$ cat src/rtl/pc_fetch_unit.sv
// Program counter and next-PC sequencer for the single-cycle MIPS core.
// It also runs the boot/run/halt control and counts retired instructions.
module pc_fetch_unit #(
    parameter logic [31:0] RESET_PC    = 32'h0000_0000,
    parameter logic [5:0]  HALT_OPCODE = 6'h3F,
    parameter logic [5:0]  JUMP_OPCODE = 6'h02
) (
    input  logic        clk,
    input  logic        rst_n,
    input  logic [31:0] instruction,
    input  logic        branch_taken,
    input  logic [31:0] branch_imm,
    input  logic        stall,
    input  logic        resume,
    output logic [31:0] pc,
    output logic [31:0] pc_plus4,
    output logic        fetch_valid,
    output logic        halted,
    output logic [31:0] instr_count
);

    localparam logic [1:0] ST_BOOT = 2'd0;
    localparam logic [1:0] ST_RUN  = 2'd1;
    localparam logic [1:0] ST_HALT = 2'd2;

    logic [1:0]  state_q, state_d;
    logic [31:0] pc_q, pc_d;
    logic [31:0] cnt_q, cnt_d;
    logic [5:0]  opcode;

    assign opcode   = instruction[31:26];
    assign pc_plus4 = pc_q + 32'd4;

    always_comb begin
        state_d = state_q;
        pc_d    = pc_q;
        cnt_d   = cnt_q;
        case (state_q)
            ST_BOOT: state_d = ST_RUN;
            ST_RUN: begin
                if (!stall) begin
                    cnt_d = cnt_q + 32'd1;
                    // Halt is retired but the PC parks on it until resume.
                    if (opcode == HALT_OPCODE)
                        state_d = ST_HALT;
                    else if (opcode == JUMP_OPCODE)
                        pc_d = {pc_plus4[31:28], instruction[25:0], 2'b00};
                    else if (branch_taken)
                        pc_d = pc_plus4 + (branch_imm << 2);
                    else
                        pc_d = pc_plus4;
                end
            end
            ST_HALT: begin
                if (resume) begin
                    pc_d    = pc_plus4;
                    state_d = ST_RUN;
                end
            end
            default: state_d = ST_BOOT;
        endcase
    end

    always_ff @(posedge clk or negedge rst_n) begin
        if (!rst_n) begin
            state_q <= ST_BOOT;
            pc_q    <= RESET_PC;
            cnt_q   <= 32'd0;
        end else begin
            state_q <= state_d;
            pc_q    <= pc_d;
            cnt_q   <= cnt_d;
        end
    end

    assign pc          = pc_q;
    assign instr_count = cnt_q;
    assign halted      = (state_q == ST_HALT);
    assign fetch_valid = (state_q == ST_RUN) && !stall;

endmodule

$ cat config.mk
export PLATFORM = sky130hd
export DESIGN_NAME = pc_fetch_unit
export DESIGN_NICKNAME = d
export VERILOG_FILES = /design/src/rtl/pc_fetch_unit.sv
export SDC_FILE = /design/constraint.sdc
export NUM_CORES = 1
export LEC_CHECK = 0
export BUFFER_PORTS_ARGS = -buffer_cell sky130_fd_sc_hd__buf_2
export CAP_MARGIN = 20
export CORE_ASPECT_RATIO = 0.6
export CORE_UTILIZATION = 45
export CTS_BUF_LIST = sky130_fd_sc_hd__clkbuf_8
export DETAILED_ROUTE_END_ITERATION = 12
export PLACE_DENSITY = 0.72
export SETUP_SLACK_MARGIN = 0.15
export SYNTH_ARGS = -nofsm -noshare
export SYNTH_HDL_FRONTEND = slang
export SYNTH_SLANG_ARGS = --single-unit
$ cat constraint.sdc
create_clock -name clk -period 4 [get_ports clk]
set_input_delay 0.2 -clock clk [delete_from_list [all_inputs] [get_ports clk]]
set_output_delay 0.2 -clock clk [all_outputs]
set_load 0.02 [all_outputs]
==> impl_metrics.env, run 1 <==
export IMPL_status="finished, final reports clean"
export IMPL_rows=30
export IMPL_clkSlewWorstSetupHoldPaths_ns=0.07
export IMPL_syn_avg_cell_area_um2=8.63
export IMPL_finalCriticalPeriod_ns=3.75
export IMPL_grt_start_max_net_pins=41
export IMPL_slew_headroom_pct=29.1
export IMPL_layout_drive_gt1_share_pct=30.6
export IMPL_synth_top_area_share_pct=29.9
export IMPL_clkSinkCount=64
export IMPL_grt_pass1_vias=5339
export IMPL_syn_cell_area_um2=5360
export IMPL_rsz0062_at_grt="true"
export IMPL_antenna_found_initial=0
export IMPL_core_um2=11400
export IMPL_max_clock_path_buffers=2
export IMPL_use_met1_pct=44.8
export IMPL_dp_hpwl_mm=14.4
export IMPL_fin_tns_setup_ns=0
export IMPL_clock_fmax_ghz=0.267
export IMPL_grt_busiest_layer="met1"
export IMPL_die_w_um=143
export IMPL_synth_commonest_cells="64 x dfrtp_1, 64 x nand2_1, 59 x xnor2_1"
export IMPL_yosys_warnings=0
export IMPL_io_pins=167
export IMPL_cp_top_family="simple AND/OR/NAND/NOR gates"
export IMPL_p_leak_nw=3.32
export IMPL_area_growth_pct=29.1
export IMPL_first_pass_iters=8
export IMPL_track_usage_pct=29.9
export IMPL_power_internal_mw=2.55
export IMPL_viasPerCell=5.91
export IMPL_slowest_stage="a2111o_1"
export IMPL_cp_max_fo=5
export IMPL_finalPower_mw=4.97
export IMPL_synthTopCellsByArea="dfrtp_1 30%, xnor2_1 9.6%, ha_1 8.6%"
export IMPL_required_ns=4.24
export IMPL_met2_usage_pct=43.9
export IMPL_synth_cell_types=74
export IMPL_fin_crit_sh_pct=93.7
export IMPL_slew_violations=0
export IMPL_drcViolationCount=0
export IMPL_synth_edf_count=0
export IMPL_layout_setup_ws_ns=0.251
export IMPL_switching_share_pct=48.6
export IMPL_cts_made_buffers=9
export IMPL_dp_cells=956
export IMPL_whs_ns=0.0824
export IMPL_ys_ff_latch=64
export IMPL_wl_per_cell_um=18.9
export IMPL_combPwrFrac_pct=64.0
export IMPL_ys_seq_area_share_pct=29.9
export IMPL_maxCapViolCount=0
export IMPL_worstSetupPathType="register to register"
export IMPL_fp_dieArea_um2=12400
export IMPL_setup_viol=0
export IMPL_wl_mm=18.5
export IMPL_startpoint_type="register"
export IMPL_gp_congestion=0.977
export IMPL_clk_latency_ns=0.35
export IMPL_num_fill_cells=1021
export IMPL_final_cells=976
export IMPL_arrival_ns=3.99
export IMPL_worst_path_buf_inv=0
export IMPL_cp_end_kind="register"
export IMPL_pre_cts_ws_ns=0.207
export IMPL_synth_async_reset_ratio_pct=100
export IMPL_fin_nets=918
export IMPL_skew_ns=0.00999
export IMPL_crit_chain="and3_2 > nand3_1 > nor2_1 > and3_1 > xor2_1 > ha_1 > and3_1 > nor4bb_1 > a41oi_2 > a22oi_1 > a2111o_1 > a31oi_1 > xor2_1 > o21ai_1"
export IMPL_overflow=0
export IMPL_num_antenna_cells=0
export IMPL_cts_max_level=3
export IMPL_hold_class="primary input to register"
export IMPL_pwr_density_cell_nw_per_um2=718
export IMPL_grt_use_met3_pct=5.75
export IMPL_max_stage_delay_ns=0.44
export IMPL_final_hold_violation_count=0
export IMPL_grt_pass1_wl_mm=28.1
export IMPL_synthCells=621
export IMPL_clkPwrFrac_pct=15.3
export IMPL_worst_pin_slew_ns=1.06
export IMPL_antenna_left=0
export IMPL_via_count=5767
export IMPL_peakVddDrop_mv=0.300
export IMPL_start_util_pct=46.8
export IMPL_fp_dieH_um=86.5
export IMPL_dr_first_iter_drc_count=594
export IMPL_synth_top_flop_cell="dfrtp_1"
export IMPL_p_sw_mw=2.41
export IMPL_io_buffers=160
export IMPL_cts_tree="yes"
export IMPL_pwr_share_seq_pct=20.7
export IMPL_cts_root_buf="clkbuf_8"
export IMPL_yosysTopAreaCell="dfrtp_1"
==> layout make-up <==
| type | count | area (µm²) | area share, % |
|---|---|---|---|
| repair buffers | 198 | 1090 | 15.7 |
| multi-input cells | 525 | 3710 | 53.6 |
| flip-flops and latches | 64 | 1600 | 23.2 |
| clock buffers | 9 | 124 | 1.79 |
| well taps | 160 | 200 | 2.89 |
| inverters | 13 | 48.8 | 0.706 |
| clock inverters | 7 | 143 | 2.06 |
==> worst reg2reg max path: stages, from the launching register on <==
cell      delay [ns]
dfrtp_1         0.43
and3_2          0.24
nand3_1         0.12
nor2_1          0.26
and3_1          0.21
xor2_1          0.20
ha_1            0.29
and3_1          0.29
nor4bb_1        0.18
a41oi_2         0.27
a22oi_1         0.18
a2111o_1        0.44
a31oi_1         0.22
xor2_1          0.21
o21ai_1         0.08
==> cell families after synthesis <==
| logic type | Yosys count | share of synthesized area (%) |
|---|---|---|
| adders and majority gates | 38 | 9.01 |
| xor gates and xnor gates | 80 | 13.1 |
| DFF | 64 | 29.9 |
| AOI/OAI and AO/OA | 170 | 21.9 |
| other | 1 | 0.0700 |
| muxes | 1 | 0.210 |
| buffers and inverters | 35 | 3.13 |
| and+or+nand+nor | 232 | 22.7 |
==> per-layer routing <==
metal,part of all wire (%),vias to the layer above
met2,42,336
li1,-,2679
met4,1.1,0
met5,0,-
met3,11,22
met1,46,2730
==> power groups by stage <==
| stage | clock network [mW] | logic, mW | registers (mW) |
|---|---|---|---|
| CTS | 0.766 | 3.01 | 1.02 |
| global route | 0.788 | 3.41 | 1.06 |
| finish | 0.762 | 3.18 | 1.03 |
| detailed placement | 0 | 2.98 | 1.03 |
| floorplan | 0 | 1.80 | 1.21 |
| global placement | 0 | 2.91 | 1.02 |
==> final timing paths <==
check	to	cells after the start	slack (ns)	start
worst min register to register	instr_count[31]	1	0.48	instr_count[31]
worst max register to register	pc[28]	14	0.25	pc[5]
worst min-delay path	state_q[1]	2	0.08	resume
min in group asynchronous	instr_count[23]	2	0.38	rst_n
max in group asynchronous	pc[20]	3	2.62	rst_n
worst max-delay path	pc[28]	14	0.25	pc[5]
==> sequential cells by signal (all words and copies together) (netlist names) <==
signal,count
instr_count,32
pc,30
state_q,2
==> per-stage QoR <==
stage | utilization, % | instance area, µm²
2_1_floorplan | - | 5370
3_3_place_gp | 56.8 | 6500
3_5_place_dp | 56.8 | 6510
4_1_cts | 59.3 | 6780
5_1_grt | 60.4 | 6920
6_report | 60.4 | 6920
==> layout by cell type (no fill, tap or decap), drive strengths merged, types with 3 or more instances in the layout <==
cell / n
a211oi: 4
a21o: 18
a21oi: 45
a221oi: 9
a222oi: 5
a31oi: 4
and2: 11
and3: 18
and4: 8
buf: 197
bufinv: 4
clkbuf: 9
conb: 4
dfrtp: 64
ha: 37
inv: 14
nand2: 64
nand3: 26
nand4: 19
nor2: 48
nor3: 10
nor3b: 5
nor4: 3
o21a: 6
o21ai: 31
o21bai: 5
o221ai: 5
o22ai: 10
o31ai: 9
or2: 4
or3: 4
xnor2: 59
xor2: 21
==> what timing repair did <==
item,4_1_cts,5_1_grt
setup endpoints to repair,1,11
setup buffers,0,3
resized for setup,1,21
hold buffers,1,0
hold endpoints to repair,24,0
pin swaps,0,4
No activity file was read; power rests on OpenSTA's default activity.
==> run 2, diff against run 1 <==
RECOVER_POWER = 50   (was default)
==> run 2 against run 1 <==
Effect of this change:
- non-clock buffer count is the same
- worst hold slack is essentially flat
- sequential power is essentially flat
- highest routed layer unchanged
- register-to-register slack is essentially flat
- die area is the same
- critical path type unchanged
- global-route usage is the same
- critical path depth is the same
- sequential cell count is the same
- combinational power shrank 2%
- final cell count is the same
- final area shrank 1.4%
- first-iteration DRC count grew 2.0%
==> impl_metrics.env, run 2 (synthesis gave the netlist of run 1 again) <==
export IMPL_rrSetupSlack_ns=0.26
export IMPL_ff_latch_area_um2=1600
export IMPL_fin_tns_setup_ns=0
export IMPL_grt_pass1_vias=5339
export IMPL_fp_dieH_um=86.5
export IMPL_viasPerCell=5.91
export IMPL_mostFrequentLayoutCell="buf_2"
export IMPL_dr_first_iter_drc_count=606
export IMPL_final_hold_violation_count=0
export IMPL_worst_pin_slew_ns=1.48
export IMPL_max_clock_path_buffers=2
export IMPL_holdPathStages=2
export IMPL_cts_made_buffers=9
export IMPL_fin_nets=918
export IMPL_multi_input_area_um2=3700
export IMPL_grt_pass1_wl_mm=28.1
export IMPL_rows=30
export IMPL_clkSinkCount=64
export IMPL_clock_fmax_ghz=0.267
export IMPL_via_count=5768
export IMPL_setup_viol=0
export IMPL_hold_path_endpoint="state_q[1]"
export IMPL_skew_ns=0.0113
export IMPL_clkSlewWorstSetupHoldPaths_ns=0.07
export IMPL_required_ns=4.24
export IMPL_arrival_ns=3.98
export IMPL_wl_mm=18.5
export IMPL_antenna_found_initial=0
export IMPL_slew_violations=0
export IMPL_cts_root_buf="clkbuf_8"
export IMPL_dp_hpwl_mm=14.4
export IMPL_startpoint_type="register"
export IMPL_maxCapViolCount=0
export IMPL_rsz0062_at_grt="true"
export IMPL_area_growth_pct=27.3
export IMPL_wl_per_cell_um=19.0
export IMPL_num_fill_cells=1057
export IMPL_worstSetupPathType="register to register"
export IMPL_io_buffers=160
export IMPL_die_w_um=143
export IMPL_grt_start_max_net_pins=41
export IMPL_crit_start="pc[5]"
export IMPL_cts_max_level=3
export IMPL_pwr_density_cell_nw_per_um2=722
export IMPL_timing_rr_start="pc[5]"
export IMPL_hp_start="resume"
export IMPL_peakVddDrop_mv=0.301
export IMPL_p_leak_nw=3.09
export IMPL_first_pass_iters=6
export IMPL_cp_max_fo=5
export IMPL_status="finished, final reports clean"
export IMPL_io_pins=167
export IMPL_num_antenna_cells=0
export IMPL_antenna_left=0
export IMPL_r2r_cells=14
export IMPL_finalPower_mw=4.92
export IMPL_rr_endpoint="pc[28]"
export IMPL_overflow=0
export IMPL_fp_dieArea_um2=12400
export IMPL_core_um2=11400
export IMPL_final_util_pct=59.6
export IMPL_finalCriticalPeriod_ns=3.74
export IMPL_clk_latency_ns=0.36
export IMPL_gp_congestion=0.977
export IMPL_fin_crit_sh_pct=93.5
export IMPL_drcViolationCount=0
export IMPL_slew_headroom_pct=1.34
export IMPL_final_cell_mix="97 x buf_2, 64 x nand2_1, 64 x clkbuf_1, 64 x dfrtp_1, 55 x xnor2_1"
export IMPL_track_usage_pct=29.9
export IMPL_start_util_pct=46.8
export IMPL_cts_tree="yes"
export IMPL_layout_drive_gt1_share_pct=22.7
export IMPL_cp_end_kind="register"
export IMPL_largest_reg_flops=32
export IMPL_hold_class="primary input to register"
==> run 2: cell types whose count changed in the layout (fill, tap and decap cells not counted) <==
| cell | change |
|---|---|
| clkbuf_1 | +64 |
| buf_2 | -63 |
| buf_4 | -2 |
| clkbuf_2 | +1 |
| nor3b_1 | +1 |
| nor3b_4 | -1 |
==> run 2: report_power, final <==
part / total (mW) / internal [mW] / switching, mW
Combinational: 3.13 / 1.22 / 1.91
Sequential: 1.03 / 0.807 / 0.225
Clock: 0.761 / 0.479 / 0.281
==> run 2: what timing repair did <==
action | in CTS | in global routing
hold buffers | 1 | 0
endpoints found under the hold margin | 24 | 0
endpoints found under the setup margin | 1 | 11
resized for setup | 1 | 21
buffers inserted | 0 | 3
pin swaps | 0 | 4
==> run 2: per-stage QoR <==
step                      setup slack, ns  cell area, µm²  hold slack (ns)  cells
after CTS                           0.178            6780           0.0744    973
after global routing                0.112            6820           0.0805    976
final                               0.258            6820           0.0820    976
after global placement              0.250            6500            0.225    955
after floorplan                     0.179            5370          -0.0956    624
after detailed placement            0.207            6510            0.232    956
==> run 2: layout make-up <==
| type | instances | share of cell area (%) |
|---|---|---|
| multi-input combinational | 525 | 54.2 |
| sequential | 64 | 23.5 |
| timing repair buffer | 198 | 14.7 |
| tap | 160 | 2.94 |
| clock inverter | 7 | 2.09 |
| clock buffer | 9 | 1.82 |
| inverter | 13 | 0.716 |
==> run 2: worst max-delay path by stage <==
stage	to	slack, ns	depth (start not counted)
global route	pc[28]	0.11	14
floorplan	pc[27]	0.18	14
detailed placement	pc[31]	0.21	13
global placement	pc[28]	0.25	14
CTS	pc[28]	0.18	14
finish	pc[28]	0.26	14
==> run 2: worst max-delay path, cell delays in order, from the launching register on <==
cell and delay (ns):
dfrtp_1 0.43, and3_2 0.25, nand3_1 0.12, nor2_1 0.25, and3_1 0.21, xor2_1 0.20
ha_1 0.29, and3_1 0.29, nor4bb_1 0.19, a41oi_2 0.26, a22oi_1 0.17, a2111o_1 0.44
a31oi_1 0.22, xor2_1 0.21, o21ai_1 0.08
==> run 2: per-layer routing <==
metal / global-route usage (%) / wire, µm
met5: 0 / 0
met4: 7.04 / 180
met3: 5.75 / 2190
met2: 43.9 / 7780
met1: 44.8 / 8350
